File: src/rtl/softmax_pkg.sv
// Shared sizing and FSM state encoding for the softmax host controller.
package softmax_pkg;

  localparam int unsigned DATALENGTH = 32;
  localparam int unsigned INPUTMAX   = 2;
  localparam int unsigned DEPTH      = 2 ** INPUTMAX;
  localparam int unsigned CntW       = INPUTMAX + 1;

  typedef enum logic [2:0] {
    StIdle    = 3'd0,
    StCollect = 3'd1,
    StStart   = 3'd2,
    StFeed    = 3'd3,
    StWait    = 3'd4,
    StDrain   = 3'd5
  } sm_state_e;

endpackage

File: src/rtl/sm_vec_buffer.sv
// DEPTH x DATALENGTH register file: one write port, one asynchronous read port.
module sm_vec_buffer
  import softmax_pkg::*;
(
  input  logic                  clk_i,
  input  logic                  rst_ni,
  input  logic                  wr_en_i,
  input  logic [INPUTMAX-1:0]   wr_idx_i,
  input  logic [DATALENGTH-1:0] wr_data_i,
  input  logic [INPUTMAX-1:0]   rd_idx_i,
  output logic [DATALENGTH-1:0] rd_data_o
);

  logic [DATALENGTH-1:0] mem_q [DEPTH];

  always_ff @(posedge clk_i or negedge rst_ni) begin
    if (!rst_ni) begin
      for (int unsigned i = 0; i < DEPTH; i++) begin
        mem_q[i] <= '0;
      end
    end else if (wr_en_i) begin
      mem_q[wr_idx_i] <= wr_data_i;
    end
  end

  assign rd_data_o = mem_q[rd_idx_i];

endmodule

File: config.mk
export PLATFORM = sky130hd
export DESIGN_NAME = sm_vec_buffer
export DESIGN_NICKNAME = d
export VERILOG_FILES = /design/src/rtl/softmax_pkg.sv /design/src/rtl/sm_vec_buffer.sv
export SDC_FILE = /design/constraint.sdc
export NUM_CORES = 1
export LEC_CHECK = 0
export ABC_AREA = 0
export BUFFER_PORTS_ARGS = -buffer_cell sky130_fd_sc_hd__buf_4
export CORE_ASPECT_RATIO = 0.6
export CORE_UTILIZATION = 45
export CTS_BUF_LIST = sky130_fd_sc_hd__clkbuf_16
export DETAILED_ROUTE_END_ITERATION = 8
export MAX_ROUTING_LAYER = met4
export PLACE_DENSITY_LB_ADDON = 0.05
export SYNTH_ARGS = -nofsm -noshare
export SYNTH_HDL_FRONTEND = slang
export SYNTH_SLANG_ARGS = --single-unit
export TNS_END_PERCENT = 10
File: constraint.sdc
create_clock -name clk_i -period 2 [get_ports clk_i]
set_input_delay 0.2 -clock clk_i [delete_from_list [all_inputs] [get_ports clk_i]]
set_output_delay 0.2 -clock clk_i [all_outputs]
set_load 0.005 [all_outputs]
==> results of run 1 <==
## worst paths after layout
check,start,endpoint,depth (start not counted)
max in group asynchronous,rst_ni,mem_q[42]$_DFFE_PN0P_,3
hold reg to reg,mem_q[125]$_DFFE_PN0P_,mem_q[125]$_DFFE_PN0P_,1
hold / removal,wr_data_i[29],mem_q[125]$_DFFE_PN0P_,2
setup / recovery,mem_q[16]$_DFFE_PN0P_,rd_data_o[16],2
min in group asynchronous,rst_ni,mem_q[27]$_DFFE_PN0P_,2
setup reg to reg,mem_q[124]$_DFFE_PN0P_,mem_q[124]$_DFFE_PN0P_,1
## synthesized netlist by cell type
| library cell | instances |
|---|---|
| mux2_1 | 2 |
| dfrtp_1 | 128 |
| buf_2 | 10 |
| nor3b_2 | 1 |
| nand3_1 | 1 |
| mux4_2 | 32 |
| nand3b_1 | 2 |
| buf_1 | 3 |
| buf_4 | 6 |
| mux2_2 | 126 |
## cells by family after synthesis
family / count (synthesis) / synth area share
muxes: 160 / 0.3928
DFF: 128 / 0.5820
buffers and inverters: 19 / 0.01932
and+or+nand+nor: 4 / 0.005908
## power by group
part	total (W)	internal, W	switching, W	leakage [nW]
combinational	0.00128	0.000858	0.000426	1.17
sequential	0.00332	0.00308	0.000233	1.51
clock	0.00309	0.00195	0.00114	0.288
total	0.00769	0.00589	0.00180	2.97
## final cells by class
class,count,area share
Sequential cell,128,0.4657
Multi-Input combinational cell,164,0.3207
Timing Repair Buffer,81,0.09787
Clock inverter,15,0.02474
Tap cell,160,0.02911
Clock buffer,17,0.06185
## layer usage
metal / track usage / part of all wire / vias up
met1: 0.2650 / 0.48 / 1635
met5: - / 0 / -
met4: 0.08900 / 0.018 / 0
li1: - / - / 1357
met2: 0.2972 / 0.46 / 56
met3: 0.05631 / 0.040 / 17
## stage by stage
step	hold slack, ns	worst slack [ns]	instances
after floorplan	-0.09559	0.7206	311
after global placement	0.1990	0.5019	532
after detailed placement	0.2008	0.4983	532
after CTS	0.01821	0.3524	565
after global routing	0.03022	0.3305	565
final	0.03101	0.3773	565
==> metrics.yaml, run 1 <==
outcome: "complete, no violations"
syn-cell-area_mm2: 0.005504
dp_hpwl_mm: 6.617
syn_avg_cell_area_um2: 17.70
ys_seq_area_frac: 0.5820
post-route-util: 0.5930
cts.repair.resized: 0
hp-class: "in -> reg"
maxSlewViolCount: 0
synth.largest_area_cell: "dfrtp_1"
largest_reg_flops: 128
crit_type: "reg -> out"
fin_area_mm2: 0.006878
vdd.ir_drop.worst_mv: 0.5856
drcViolationCount: 0
wl_per_cell_um: 19.30
p_total_w: 0.007692
startpoint_type: "flop"
ctsHoldBuffers: 1
grt_start_max_net_pins: 42
vias: 3065
yosys-top-cells-area: "dfrtp_1 (58%), mux2_2 (26%), mux4_2 (13%), buf_2 (0.91%), buf_4 (0.82%)"
finalCritPeriodShare: 0.8113
crit_required_ns: 1.80
cp.arrival_ns: 1.42
fillers: 904
grt_first_pass_wirelength_mm: 17.95
die_height_um: 87.67
syn_nets: 350
gr-total-overflow: 0
pin_count: 71
slew-limit-headroom: 0.6485
cts_setup_buffers: 0
drive_above_1_share: 0.6667
fin_setup_tns_ns: 0
multi_input_area_mm2: 0.002206
drt_wl_total_mm: 10.90
synth-seq-cells: 128
clkTransAtPathRegs_ns: 0.06
synth_top_cell_area_share: 0.5820
power.leakage_nw: 2.969
finalSetupViolCount: 0
syn_to_final_growth_pct: 24.96
power.density_mw_per_mm2: 1118
largest_registers: "mem_q (128)"
dr.pass1.iters: 4
path_cells: "mux4_2, buf_4"
yosysWarnings: 0
insertedDiodeCount: 0
seq_area_mm2: 0.003203
final_common_cell: "dfrtp_1"
grt_pass1_vias: 3285
end_kind: "output port"
max_stage_delay_ns: 0.48
final_cell_mix: "dfrtp_1 (128), mux2_2 (126), buf_4 (75), mux4_2 (32), clkbuf_16 (17)"
ant_nets: 0
clk_latency_ns: 0.41
grt_use_total: 0.2028
cap_viol_max_count: 0
dpl_cell_area_mm2: 0.006272
cts_root_buffer: "clkbuf_16"
rsz0062_at_grt: "false"
clkSinkCount: 128
cp_slowest_cell: "mux4_2"
ys_types: 10
via_per_inst: 5.425
reg2reg_slack_ns: 1.23
timing.fmax_mhz: 616.3
crit_family: "multiplexers"
cts_buffer_depth: 2
port_buffers: 70
antenna_found_initial: 0
final_nets: 431
gp_congestion: 0.6976
hold_viol: 0
tightest_slew_ns: 0.5273
die_width_um: 144.8
cts_buffers: 17
top_register: "mem_q"
drt-initial-drc-count: 111
design.core.area_mm2: 0.01160
num_rows: 30
fin_worst_skew_ns: 0
min_period_ns: 1.623
cp.buffers_inverters: 1
cts.htree.levels: 4
worst-path-max-fanout: 2
cts_tree: "built"
die_area_mm2: 0.01269
initial_utilization: 0.4745
syn_inst: 311
(Power assumes the default switching activity.)
==> inputs of run 2 (changes only) <==
==> constraint.sdc (replaced) <==
create_clock -name clk_i -period 1.5 [get_ports clk_i]
set_input_delay 0.15 -clock clk_i [delete_from_list [all_inputs] [get_ports clk_i]]
set_output_delay 0.15 -clock clk_i [all_outputs]
set_load 0.005 [all_outputs]
==> metrics.yaml, run 2 (synthesis results as in run 1) <==
cts_tree: "built"
slew-limit-headroom: 0.6434  # -0.005038
grt_use_total: 0.2008  # -0.001997
drcViolationCount: 0  # unchanged
vias: 3116  # +1.7%
finalCritPeriodShare: 1.068
via_per_inst: 5.219  # -3.8%
rsz0062_at_grt: "true"
wl_per_cell_um: 18.44  # -4.5%
post-route-util: 0.6382  # +0.04520
die_width_um: 144.8  # unchanged
port_buffers: 70  # unchanged
cp.buffers_inverters: 1  # unchanged
maxSlewViolCount: 0  # unchanged
cts_buffers: 17  # unchanged
final_cell_mix: "dfrtp_1 (128), mux2_2 (126), buf_4 (41)"
setup_slack_ns: -0.1025  # -0.4798 ns
max_stage_delay_ns: 0.52  # +0.04 ns
cap_viol_max_count: 0  # unchanged
cts.htree.levels: 4  # unchanged
hp-class: "in -> reg"
fin_setup_tns_ns: -1.674  # -1.674 ns
vdd.ir_drop.worst_mv: 0.7604  # +30%
die_area_mm2: 0.01269  # unchanged
worst-path-max-fanout: 2  # unchanged
seq_area_mm2: 0.003203  # unchanged
violations: "negative setup slack"
drt-initial-drc-count: 126  # +14%
crit_type: "reg -> out"
insertedDiodeCount: 0  # unchanged
drive_above_1_share: 0.6201  # -0.04653
hold_path_depth: 2  # unchanged
cts_root_buffer: "clkbuf_16"
cp.arrival_ns: 1.45  # +0.03 ns
tightest_slew_ns: 0.5349  # +0.007556 ns
multi_input_area_mm2: 0.002206  # unchanged
pin_count: 71  # unchanged
power.density_mw_per_mm2: 1469  # +31%
grt_start_max_net_pins: 96  # +130%
end_kind: "output port"
antenna_found_initial: 0  # unchanged
clk_latency_ns: 0.41  # about the same
design.core.area_mm2: 0.01160  # unchanged
clkSinkCount: 128  # unchanged
largest_registers: "mem_q (128)"
fin_worst_skew_ns: 0  # unchanged
hold_viol: 0  # unchanged
min_to: "mem_q[84]$_DFFE_PN0P_"
startpoint_type: "flop"
crit_path_start: "mem_q[20]$_DFFE_PN0P_"
syn_to_final_growth_pct: 34.49
path_cells: "mux4_2, buf_6"
num_rows: 30  # unchanged
dp_hpwl_mm: 6.406  # -3.2%
finalSetupViolCount: 32  # +32
drt_wl_total_mm: 11.01  # +0.95%
crit_family: "multiplexers"
reg2reg_to: "mem_q[52]$_DFFE_PN0P_"
ant_nets: 0  # unchanged
crit_required_ns: 1.35  # -0.45 ns
final_nets: 463  # +7.4%
clkTransAtPathRegs_ns: 0.06  # about the same
r2r-start: "mem_q[52]$_DFFE_PN0P_"
die_height_um: 87.67  # unchanged
gr-total-overflow: 0  # unchanged
reg2reg_slack_ns: 0.49  # -0.74 ns
hold_path.startpoint: "wr_data_i[20]"
power.leakage_nw: 3.188  # +7.4%
dr.pass1.iters: 4  # unchanged
grt_pass1_vias: 3285  # unchanged
grt_first_pass_wirelength_mm: 17.77  # -1.0%
fillers: 831  # -8.1%
min_period_ns: 1.603
largest_reg_flops: 128  # unchanged
cp_slowest_cell: "mux4_2"
timing.fmax_mhz: 624.0
reg2reg_depth: 3  # +2
holdWs_ns: 0.02888  # -0.002128 ns
initial_utilization: 0.4745  # unchanged
final_common_cell: "dfrtp_1"
cts_buffer_depth: 2  # unchanged
gp_congestion: 0.6811  # -2.4%
outcome: "finished, violations left"
top_register: "mem_q"
dp_slack_ns: 0.1675  # -0.3308 ns
[run 2: layout make-up]
cell class / instances / area share
clock inverters: 15 / 0.02958
flip-flops and latches: 128 / 0.4327
multi-input cells: 164 / 0.2980
clock buffers: 17 / 0.05747
well taps: 160 / 0.02705
repair buffers: 113 / 0.1552
[run 2: how the worst max path moves through the flow]
stage,slack [ns],to,depth (start not counted)
2_1_floorplan,0.32,rd_data_o[0],3
3_3_place_gp,0.17,rd_data_o[20],4
3_5_place_dp,0.17,rd_data_o[3],4
4_1_cts,-0.1,rd_data_o[3],2
5_1_grt,-0.14,rd_data_o[3],2
6_report,-0.10,rd_data_o[20],2
[run 2: what timing repair did]
action / CTS / global route
cloned: 0 / 0
hold endpoints to repair: 244 / 0
pin swaps: 0 / 0
hold buffers: 32 / 0
resized for setup: 32 / 0
setup buffers: 1 / 1
endpoints found under the setup margin: 32 / 32
[run 2: metal layers]
layer | vias to the layer above | track usage | routed length, um
met2 | 54 | 0.2937 | 5048
met4 | 0 | 0.06316 | 111
met3 | 12 | 0.06670 | 510
li1 | 1408 | - | -
met5 | - | - | 0
met1 | 1642 | 0.2652 | 5336
[run 2: power by group]
| group | switching, W | internal (W) |
|---|---|---|
| sequential | 0.000305 | 0.00411 |
| combinational | 0.000639 | 0.00134 |
| clock | 0.00153 | 0.00294 |
| total | 0.00248 | 0.00840 |
[run 2: per-stage QoR]
stage	power [W]	instances	area, um^2
3_3_place_gp	0.006165	531	6302
3_5_place_dp	0.006227	531	6302
4_1_cts	0.01097	596	7395
6_report	0.01087	597	7402
2_1_floorplan	0.005434	311	5504
5_1_grt	0.01136	597	7402
==> inputs of run 3 (changes only) <==
--- a/config.mk
+++ b/config.mk
@@ -9,7 +9,6 @@
 export BUFFER_PORTS_ARGS = -buffer_cell sky130_fd_sc_hd__buf_4
 export CORE_ASPECT_RATIO = 0.6
 export CORE_UTILIZATION = 45
-export CTS_BUF_LIST = sky130_fd_sc_hd__clkbuf_16
 export DETAILED_ROUTE_END_ITERATION = 8
 export MAX_ROUTING_LAYER = met4
 export PLACE_DENSITY_LB_ADDON = 0.05
==> metrics.yaml, run 3 (synthesis results as in run 1) <==
seq_area_mm2: 0.003203  # unchanged
reg2reg_depth: 3  # unchanged
pin_count: 71  # unchanged
crit_required_ns: 1.35  # about the same
cts_tree: "built"
clkTransAtPathRegs_ns: 0.06  # about the same
largest_registers: "mem_q (128)"
maxSlewViolCount: 0  # unchanged
grt_use_total: 0.2007  # about the same
die_width_um: 144.8  # unchanged
cts_buffers: 17  # unchanged
clkSinkCount: 128  # unchanged
syn_to_final_growth_pct: 34.49  # unchanged
cts_buffer_depth: 2  # unchanged
finalCritPeriodShare: 1.065  # -0.002999
hp-class: "in -> reg"
hold_viol: 0  # unchanged
largest_reg_flops: 128  # unchanged
final_nets: 463  # unchanged
end_kind: "output port"
drcViolationCount: 0  # unchanged
grt_start_max_net_pins: 96  # unchanged
dp_hpwl_mm: 6.406  # unchanged
gr-total-overflow: 0  # unchanged
vdd.ir_drop.worst_mv: 0.7527  # -1.0%
wl_per_cell_um: 18.45  # about the same
cts.htree.levels: 4  # unchanged
gp_congestion: 0.6811  # unchanged
fillers: 831  # unchanged
dp.cells: 531  # unchanged
insertedDiodeCount: 0  # unchanged
power.density_mw_per_mm2: 1470  # about the same
post-route-util: 0.6382  # unchanged
tightest_slew_ns: 0.5293  # -0.005572 ns
cp.arrival_ns: 1.45  # about the same
multi_input_area_mm2: 0.002206  # unchanged
slew-limit-headroom: 0.6471  # +0.003714
top_register: "mem_q"
final_common_cell: "dfrtp_1"
min_period_ns: 1.598  # -0.004498 ns
fin_worst_skew_ns: 0  # unchanged
drive_above_1_share: 0.6201  # unchanged
cts_root_buffer: "clkbuf_16"
dr.pass1.iters: 4  # unchanged
clk_latency_ns: 0.41  # about the same
violations: "negative setup slack"
num_rows: 30  # unchanged
startpoint_type: "flop"
setup_slack_ns: -0.09802  # +0.004498 ns
antenna_found_initial: 0  # unchanged
ant_nets: 0  # unchanged
grt_pass1_vias: 3286  # +0.030%
vias: 3112  # -0.13%
die_area_mm2: 0.01269  # unchanged
hold_path_depth: 2  # unchanged
worst-path-max-fanout: 2  # unchanged
drt_wl_total_mm: 11.02  # about the same
die_height_um: 87.67  # unchanged
design.core.area_mm2: 0.01160  # unchanged
via_per_inst: 5.213  # -0.13%
grt_first_pass_wirelength_mm: 17.76  # about the same
power.leakage_nw: 3.180  # -0.26%
cap_viol_max_count: 0  # unchanged
initial_utilization: 0.4745  # unchanged
final_cell_mix: "dfrtp_1 (128), mux2_2 (126), buf_4 (41)"
reg2reg_slack_ns: 0.50  # about the same
finalSetupViolCount: 32  # unchanged
timing.fmax_mhz: 625.8  # +0.28%
rsz0062_at_grt: "true"
crit_type: "reg -> out"
stdcell_count: 597  # unchanged
outcome: "finished, violations left"
drt-initial-drc-count: 124  # -1.6%
port_buffers: 70  # unchanged
run 3: cell types whose count changed in the layout (fill, tap and decap cells not counted), sizes merged:
cell,change
clkbuf,+2
inv,-2
run 3: path summary, 6_finish.rpt:
path / from / to
setup / recovery: mem_q[20]$_DFFE_PN0P_ / rd_data_o[20]
hold / removal: wr_data_i[20] / mem_q[84]$_DFFE_PN0P_
setup reg to reg: mem_q[52]$_DFFE_PN0P_ / mem_q[52]$_DFFE_PN0P_
hold reg to reg: mem_q[124]$_DFFE_PN0P_ / mem_q[124]$_DFFE_PN0P_
max in group asynchronous: rst_ni / mem_q[114]$_DFFE_PN0P_
min in group asynchronous: rst_ni / mem_q[123]$_DFFE_PN0P_
run 3: layout make-up:
cell class | count | area share
Timing Repair Buffer | 113 | 0.1552
Sequential cell | 128 | 0.4327
Clock inverter | 13 | 0.02857
Clock buffer | 19 | 0.05849
Tap cell | 160 | 0.02705
Multi-Input combinational cell | 164 | 0.2980
run 3: worst max-delay path, stage by stage (launching register included):
cell and delay [ns]:
dfrtp_1 0.38, mux4_2 0.52, buf_6 0.14
run 3: layer usage:
layer  global-route usage  up-vias  routed length [um]
met5                    -        -                   0
met4              0.06316        0                 106
met3              0.06670       11                 494
met2               0.2937       56                5042
met1               0.2649     1641                5374
li1                     -     1404                   -
run 3: power by group:
part / internal [W] / switching (W) / total (W) / leakage [nW]
combinational: 0.00134 / 0.000638 / 0.00198 / 1.35
sequential: 0.00411 / 0.000304 / 0.00442 / 1.51
clock: 0.00296 / 0.00153 / 0.00449 / 0.311
total: 0.00841 / 0.00247 / 0.0109 / 3.18
run 3: what timing repair did:
item / in CTS / in global routing
resized for setup: 32 / 0
setup endpoints to repair: 32 / 32
endpoints found under the hold margin: 244 / 0
hold buffers: 32 / 0
setup buffers: 1 / 1
pin swaps: 0 / 0
run 3: metrics by stage:
stage                     hold WS (ns)  cell area [um^2]  setup WS (ns)  setup TNS (ns)  total power, W
final                          0.03082              7402       -0.09802          -1.586         0.01088
after global routing           0.01418              7402        -0.1405          -3.047         0.01137
after CTS                     0.007206              7395       -0.09719          -2.167         0.01098
after global placement          0.2206              6302         0.1733               0        0.006165
after floorplan                -0.1456              5504         0.3206               0        0.005434
after detailed placement        0.2283              6302         0.1675               0        0.006227
